<file path="src/rtl/viterbi_acs_ctrl.sv">
// viterbi_acs_ctrl: frame-level sequencer for the Viterbi BMU/ACS datapath.
// Accepts one symbol per trellis step, issues it to the BMU/ACS, optionally
// normalises path metrics, and triggers traceback after FRAME_LEN steps.
// Optional feature macro: VITERBI_NORM_EN (path-metric normalisation).
module viterbi_acs_ctrl #(
  parameter int unsigned FRAME_LEN   = 8,
  parameter int unsigned SYM_W       = 2,
  parameter int unsigned PM_W        = 4,
  parameter int unsigned NORM_THRESH = 12
) (
  input  logic                                      clk,
  input  logic                                      rst_n,
  input  logic                                      sym_valid,
  input  logic [SYM_W-1:0]                          sym_data,
  output logic                                      sym_ready,
  output logic                                      bmu_valid,
  output logic [SYM_W-1:0]                          bmu_sym,
  output logic                                      first_step,
  input  logic                                      acs_done,
  input  logic [PM_W-1:0]                           pm_00,
  input  logic [PM_W-1:0]                           pm_01,
  input  logic [PM_W-1:0]                           pm_10,
  input  logic [PM_W-1:0]                           pm_11,
  output logic                                      norm_en,
  output logic [PM_W-1:0]                           norm_val,
  output logic [((FRAME_LEN > 1) ? $clog2(FRAME_LEN) : 1)-1:0] step_cnt,
  output logic                                      tb_start,
  input  logic                                      tb_done,
  output logic                                      frame_done
);

  localparam int unsigned CNT_W = (FRAME_LEN > 1) ? $clog2(FRAME_LEN) : 1;

  typedef enum logic [2:0] {
    IDLE      = 3'd0,
    ISSUE     = 3'd1,
    WAIT_ACS  = 3'd2,
    NORM      = 3'd3,
    TRACEBACK = 3'd4
  } state_t;

  state_t             state, state_d;
  logic [CNT_W-1:0]   step_d;
  logic [SYM_W-1:0]   sym_d;
  logic               ready_d, bmu_valid_d, first_d, norm_en_d, tb_start_d, frame_done_d;
  logic [PM_W-1:0]    norm_val_d;
  logic               last_step;
  logic               do_norm;
  logic [PM_W-1:0]    pm_min;

  assign last_step = (step_cnt == CNT_W'(FRAME_LEN - 1));

`ifdef VITERBI_NORM_EN
  logic [3:0][PM_W-1:0] pm_q;
  logic [PM_W-1:0]      pm_max;

  // Capture the ACS metrics on the accepted acs_done pulse
  always_ff @(posedge clk) begin
    if (!rst_n) begin
      pm_q <= '0;
    end else if (state == WAIT_ACS && acs_done) begin
      pm_q <= {pm_11, pm_10, pm_01, pm_00};
    end
  end

  // Unsigned min/max over the latched metrics
  always_comb begin
    pm_max = pm_q[0];
    pm_min = pm_q[0];
    for (int i = 1; i < 4; i++) begin
      if (pm_q[i] > pm_max) pm_max = pm_q[i];
      if (pm_q[i] < pm_min) pm_min = pm_q[i];
    end
  end

  assign do_norm = (pm_max >= PM_W'(NORM_THRESH));
`else
  logic unused_pm;
  assign unused_pm = ^{pm_00, pm_01, pm_10, pm_11};
  assign pm_min    = '0;
  assign do_norm   = 1'b0;
`endif

  // Next-state and next-output decode
  always_comb begin
    state_d      = state;
    step_d       = step_cnt;
    sym_d        = bmu_sym;
    bmu_valid_d  = 1'b0;
    first_d      = 1'b0;
    norm_en_d    = 1'b0;
    norm_val_d   = '0;
    tb_start_d   = 1'b0;
    frame_done_d = 1'b0;
    case (state)
      IDLE: begin
        if (sym_valid) begin
          sym_d       = sym_data;
          bmu_valid_d = 1'b1;
          first_d     = (step_cnt == '0);
          state_d     = ISSUE;
        end
      end
      ISSUE: state_d = WAIT_ACS;
      WAIT_ACS: begin
        if (acs_done) state_d = NORM;
      end
      NORM: begin
        norm_en_d  = do_norm;
        norm_val_d = do_norm ? pm_min : '0;
        if (last_step) begin
          tb_start_d = 1'b1;
          state_d    = TRACEBACK;
        end else begin
          step_d  = step_cnt + CNT_W'(1);
          state_d = IDLE;
        end
      end
      TRACEBACK: begin
        // tb_done coincident with our own tb_start cannot belong to this frame
        if (tb_done && !tb_start) begin
          frame_done_d = 1'b1;
          step_d       = '0;
          state_d      = IDLE;
        end
      end
      default: state_d = IDLE;
    endcase
    ready_d = (state_d == IDLE);
  end

  // State and registered outputs
  always_ff @(posedge clk) begin
    if (!rst_n) begin
      state      <= IDLE;
      step_cnt   <= '0;
      bmu_sym    <= '0;
      sym_ready  <= 1'b1;
      bmu_valid  <= 1'b0;
      first_step <= 1'b0;
      norm_en    <= 1'b0;
      norm_val   <= '0;
      tb_start   <= 1'b0;
      frame_done <= 1'b0;
    end else begin
      state      <= state_d;
      step_cnt   <= step_d;
      bmu_sym    <= sym_d;
      sym_ready  <= ready_d;
      bmu_valid  <= bmu_valid_d;
      first_step <= first_d;
      norm_en    <= norm_en_d;
      norm_val   <= norm_val_d;
      tb_start   <= tb_start_d;
      frame_done <= frame_done_d;
    end
  end

endmodule

</file>
<file path="config.mk">
export PLATFORM = sky130hd
export DESIGN_NAME = viterbi_acs_ctrl
export DESIGN_NICKNAME = d
export VERILOG_FILES = /design/src/rtl/viterbi_acs_ctrl.sv
export SDC_FILE = /design/constraint.sdc
export NUM_CORES = 1
export LEC_CHECK = 0
export CAP_MARGIN = 20
export CORE_MARGIN = 10
export CORE_UTILIZATION = 36
export CTS_CLUSTER_DIAMETER = 150
export CTS_CLUSTER_SIZE = 28
export DETAILED_ROUTE_END_ITERATION = 7
export HOLD_SLACK_MARGIN = 0.06
export PLACE_DENSITY = 0.85
export SETUP_SLACK_MARGIN = 0.5
export SLEW_MARGIN = 20
export SYNTH_ARGS = -nofsm -noshare
export SYNTH_HDL_FRONTEND = slang
export SYNTH_SLANG_ARGS = --single-unit
</file>
<file path="constraint.sdc">
create_clock -name clk -period 1.39 [get_ports clk]
set_input_delay 0.3475 -clock clk [delete_from_list [all_inputs] [get_ports clk]]
set_output_delay 0.3475 -clock clk [all_outputs]
set_load 0.1 [all_outputs]
</file>
==> results.ini, run 1 <==
[final_layout]
fillers = 116
area_delta_synth_final_pct = 81.53
antenna_cells = 0
multi_input_area_um2 = 407.9
fin_nets = 125
layoutNonFillerInstCount = 123
ff_latch_area_um2 = 309.0
final_layout_size_suffix_gt1_frac = 0.5816
fin_util = 0.6769

[drt]
drtAntennaViolNets = 0
vias_per_cell = 4.854
drt_wl_total_um = 1869
wl_per_cell_um = 15.20
drc = 0
drtIter0Drc = 5
vias = 597
firstDrtPassIters = 4

[sta]
fin_crit_sh = 0.8837
skew_ps = 1.482
hold_violations = 0
setup-violations-final = 0
hold-worst-slack_ps = 424.3
clock.fmax_mhz = 814.1
min_period_ps = 1228
slew_violations = 0
fin_ws_ps = 161.7
rsz0062_at_grt = true
fin_tns_setup_ps = 0

[grt]
grt_max_degree = 9
grtUsageTotal = 0.1058
grt_first_pass_wirelength_um = 2932
antenna_found_initial = 0
grt_pass1_vias = 652
overflow = 0

[worst_setup_path]
cp-start-kind = register
setup.worst_path.class = reg -> reg
worst_setup_path_end_kind = register
cp.required_ps = 1560
worst_ep_arrival_time_ps = 1400
crit_fanout = 6
r2r_slack_ps = 160

[logic_synthesis]
syn_inst = 68
ys_async_sr_fraction = 0
yosysTopAreaCell = dfxtp_1
netlist_top_cells_count = 13 x dfxtp_1, 6 x buf_4, 6 x nand2_1, 6 x nand3_1
synth-seq-area-share = 0.4086
synth_edf_count = 0
syn_area_per_cell_um2 = 9.366
synthesis.area_um2 = 636.9
yosysWarnings = 0
synth_area_leaders = dfxtp_1 41%, buf_4 7.1%, ha_1 5.9%
ys_types = 27
ys_ff_latch = 13
synth-main-ff-cell = dfxtp_1
yosys.cell_count.top_type = dfxtp_1
synth_top_area_frac = 0.4086

[placement]
dp_hpwl_um = 1248
placed_cells = 109
numPortBuffers = 16
gp_congestion = 0.7608
pre_cts_ws_ps = -104.6

[power]
power_density_mw_per_mm2 = 865.7
p_leak_nw = 0.4544
vdd_drop_max_uv = 507.2

[clocking]
cts_buffers = 3
ctsLongestPathBuffers = 2
clk_latency_ps = 290
h-tree-depth = 1
ctsHoldBuffers = 0
path_clk_slew_ps = 80
cts_tree = yes
cts_num_sinks = 13
clk_root_buffer_cell = clkbuf_4

[hold_path]
hold_path.class = in -> reg

[die]
die_w_um = 62.06
rows = 15
die_h_um = 62.06
start_util = 0.3729
die_area_mm2 = 0.003851
coreArea_mm2 = 0.001708
ios = 38

[run_status]
status = finished clean

[job]
maxCapViolations = 0

worst max-delay path: stages, from the launching register on:
cell,delay [ps]
dfxtp_4,370
ha_4,160
ha_4,150
nand4bb_4,240
nand3_2,100
o22ai_1,90
flip-flops by register name, summed over array words and instances, names as in the netlist:
name        count
state           3
step_cnt        3
bmu_valid       1
frame_done      1
tb_start        1
first_step      1
sym_ready       1
bmu_sym         2
routing by layer:
layer	vias to the layer above	wire length (um)	share of wire	global-route usage
li1	284	-	-	-
met1	280	747	0.40	0.1109
met2	29	960	0.51	0.1784
met3	4	106	0.057	0.03455
met4	0	54	0.029	0.06688
met5	-	0	0	0
worst paths after layout:
| check | start | end | depth (start not counted) |
|---|---|---|---|
| worst max register to register | step_cnt[0] | step_cnt[1] | 5 |
| worst min register to register | bmu_sym[1] | bmu_sym[1] | 2 |
| worst min-delay path | rst_n | frame_done | 2 |
| worst max-delay path | step_cnt[0] | step_cnt[1] | 5 |
placed cells by master, fill, tap and decap left out, drive strengths merged, types with 2 or more instances in the layout:
cell type      netlist  layout
buf                  8      24
clkbuf               0       5
clkdlybuf4s50        0       3
conb                 1       5
dfxtp               13      13
dlygate4sd2          0       2
ha                   3       3
inv                  4       4
nand2                6       6
nand2b               2       2
nand3                6       6
nor2                 4       4
nor2b                2       2
o21ai                4       4
o22ai                3       3
cells by family after synthesis:
family / count (synthesis) / synth area share
compound gates: 9 / 0.08644
xor+xnor: 1 / 0.01375
fa+ha+maj: 3 / 0.05895
buf+inv: 12 / 0.1198
flops: 13 / 0.4086
mux: 1 / 0.01572
other cells: 1 / 0.005888
simple gates: 28 / 0.2908
cell type report:
class	instances	share of cell area
multi-input cells	47	0.3528
repair buffers	30	0.3128
clock buffers	4	0.02273
inverters	4	0.01732
well taps	25	0.02706
flip-flops and latches	13	0.2673
report_power, final:
part / internal (mW) / switching, mW
Combinational: 0.124 / 0.218
Sequential: 0.381 / 0.0343
Clock: 0.112 / 0.132
per-stage QoR:
step	area [um^2]	power, mW
finish	1156	1.001
global route	1156	1.053
global placement	979.7	0.7192
detailed placement	979.7	0.7273
CTS	1132	1.003
floorplan	719.4	0.6440
what timing repair did:
action                                 in CTS  in global routing
pin swaps                                   8                  4
buffers inserted                            9                  1
gates resized for setup                    23                  6
setup endpoints to repair                  23                 21
endpoints found under the hold margin       0                  0
No activity file was read; power rests on OpenSTA's default activity.
==> inputs of run 2 (changes only) <==
--- a/config.mk
+++ b/config.mk
@@ -7,12 +7,12 @@
 export LEC_CHECK = 0
 export CAP_MARGIN = 20
 export CORE_MARGIN = 10
-export CORE_UTILIZATION = 36
+export CORE_UTILIZATION = 32
 export CTS_CLUSTER_DIAMETER = 150
 export CTS_CLUSTER_SIZE = 28
 export DETAILED_ROUTE_END_ITERATION = 7
 export HOLD_SLACK_MARGIN = 0.06
-export PLACE_DENSITY = 0.85
+export PLACE_DENSITY = 0.8
 export SETUP_SLACK_MARGIN = 0.5
 export SLEW_MARGIN = 20
 export SYNTH_ARGS = -nofsm -noshare
==> constraint.sdc (replaced) <==
create_clock -name clk -period 1.1 [get_ports clk]
set_input_delay 0.275 -clock clk [delete_from_list [all_inputs] [get_ports clk]]
set_output_delay 0.275 -clock clk [all_outputs]
set_load 0.1 [all_outputs]
==> run 2 against run 1 <==
The flow now finishes with violations (setup timing). Final cell count grew 9.8%. Clock power increased by 18%. Global-route usage down 2.1 points. Worst hold slack improved by 58 ps. Sequential cell count did not move. Critical path type unchanged. Largest cell class is now non-clock buffers. Largest power group unchanged.
==> results.ini, run 2 (synthesized netlist as in run 1, its figures left out) <==
[clocking]
ctsHoldBuffers = 0  ; unchanged
h-tree-depth = 1  ; unchanged
cts_num_sinks = 13  ; unchanged
cts_tree = yes
path_clk_slew_ps = 70  ; about the same
ctsLongestPathBuffers = 2  ; unchanged
cts_buffers = 3  ; unchanged
clk_root_buffer_cell = clkbuf_4
clk_latency_ps = 270  ; -20 ps

[drt]
drc = 0  ; unchanged
drtAntennaViolNets = 0  ; unchanged
vias = 610  ; +2.2%
wl_per_cell_um = 13.46  ; -11%
vias_per_cell = 4.519  ; -6.9%
drt_wl_total_um = 1817  ; -2.8%
firstDrtPassIters = 3  ; -1
drtIter0Drc = 8  ; +3

[worst_setup_path]
path_common_cell = ha_4
crit_end = step_cnt[1]
crit_fanout = 6  ; unchanged
cp-start-kind = register
r2r-start = step_cnt[1]
rr_endpoint = step_cnt[1]
worst_ep_arrival_time_ps = 1380  ; -20 ps
reg2reg_depth = 5  ; unchanged
slowest_stage = dfxtp_4
setup.worst_path.class = reg -> reg
worst_setup_path_end_kind = register
r2r_slack_ps = -120  ; -280 ps
crit_path_cell_trace = ha_4, ha_4, nand4bb_4, nand3_2, o22ai_1
cp.required_ps = 1250  ; -310 ps
critPathMaxStageDelay_ps = 360  ; about the same
startpoint = step_cnt[1]

[die]
die_area_mm2 = 0.004174  ; +8.4%
ios = 38  ; unchanged
start_util = 0.3314  ; -0.04151
die_w_um = 64.61  ; +4.1%
coreArea_mm2 = 0.001922  ; +13%
die_h_um = 64.61  ; +4.1%
rows = 16  ; +1

[grt]
antenna_found_initial = 0  ; unchanged
grt_max_degree = 10  ; +1
grtUsageTotal = 0.08505  ; -0.02072
grt_pass1_vias = 621  ; -4.8%
grt_first_pass_wirelength_um = 2822  ; -3.8%
overflow = 0  ; unchanged

[final_layout]
final_cell_mix = 13 x dfxtp_4, 13 x buf_6, 11 x buf_12
reg_top3 = state x3, step_cnt x3, bmu_sym x2
area_delta_synth_final_pct = 105.7
fin_nets = 135  ; +8.0%
layoutNonFillerInstCount = 135  ; +9.8%
fillers = 133  ; +15%
final_layout_size_suffix_gt1_frac = 0.6574  ; +0.07577
antenna_cells = 0  ; unchanged

[sta]
hold_violations = 0  ; unchanged
fin_crit_sh = 1.112  ; +0.2278
rsz0062_at_grt = true
slew_violations = 0  ; unchanged
skew_ps = 3.455  ; +1.973 ps
clock.fmax_mhz = 817.9  ; +0.46%
min_period_ps = 1223  ; -5.628 ps
setup-violations-final = 9  ; +9
fin_ws_ps = -122.7  ; -284.4 ps
hold-worst-slack_ps = 482.4  ; +58.09 ps

[hold_path]
hold_path.class = reg -> reg

[placement]
pre_cts_ws_ps = -302.5  ; -197.9 ps
placed_cells = 116  ; +6.4%
gp_congestion = 0.8337  ; +9.6%
dp_hpwl_um = 1163  ; -6.8%
numPortBuffers = 16  ; unchanged

[power]
power_density_mw_per_mm2 = 1001  ; +16%
vdd_drop_max_uv = 748.6  ; +48%
power_mw = 1.311  ; +31%
p_leak_nw = 0.5314  ; +17%

[job]
maxCapViolations = 0  ; unchanged

[run_status]
violations = setup timing
status = complete, but fails checks

## run 2: critical path: cells and delay by family, from the launching register on
family / cells / cell delay [ps]
AOI/OAI and AO/OA: 1 / 100
adders and majority gates: 2 / 310
DFF: 1 / 360
and+or+nand+nor: 2 / 350
## run 2: worst min-delay path by stage
stage	start	end	cells past startpoint	slack [ps]
after CTS	tb_done	state[2]	4	480
after global routing	bmu_sym[0]	bmu_sym[0]	2	510
after global placement	bmu_sym[0]	bmu_sym[0]	2	470
after floorplan	rst_n	first_step	2	410
final	bmu_sym[0]	bmu_sym[0]	2	480
after detailed placement	bmu_sym[0]	bmu_sym[0]	2	470
## run 2: repair_timing
item / in CTS / in global routing
gates resized for setup: 32 / 7
endpoints found under the setup margin: 23 / 23
pin swaps: 9 / 11
buffers inserted: 11 / 4
## run 2: layer usage
| layer | track usage | up-vias | wire length [um] |
|---|---|---|---|
| met5 | 0 | - | 0 |
| met4 | 0.04278 | 0 | 12 |
| met3 | 0.05326 | 2 | 172 |
| met2 | 0.1379 | 23 | 857 |
| met1 | 0.08325 | 279 | 775 |
| li1 | - | 306 | - |
## run 2: power breakdown
part | switching [mW] | internal [mW]
combinational | 0.296 | 0.205
sequential | 0.0407 | 0.482
clock | 0.147 | 0.141
total | 0.484 | 0.827
## run 2: cell type report
class	count	area, um^2	area share
Multi-Input combinational cell	47	422.9	0.3228
Tap cell	27	33.78	0.02579
Timing Repair Buffer	40	498.0	0.3801
Clock buffer	4	26.28	0.02006
Sequential cell	13	309.0	0.2359
Inverter	4	20.02	0.01528
## run 2: metrics by stage
stage          area, um^2  utilization  setup TNS, ps
2_1_floorplan       744.5            -         -752.6
6_report             1310       0.6816         -805.7
5_1_grt              1310       0.6816          -1261
4_1_cts              1251       0.6510         -594.2
3_3_place_gp         1054       0.5482          -2269
3_5_place_dp         1054       0.5482          -2690
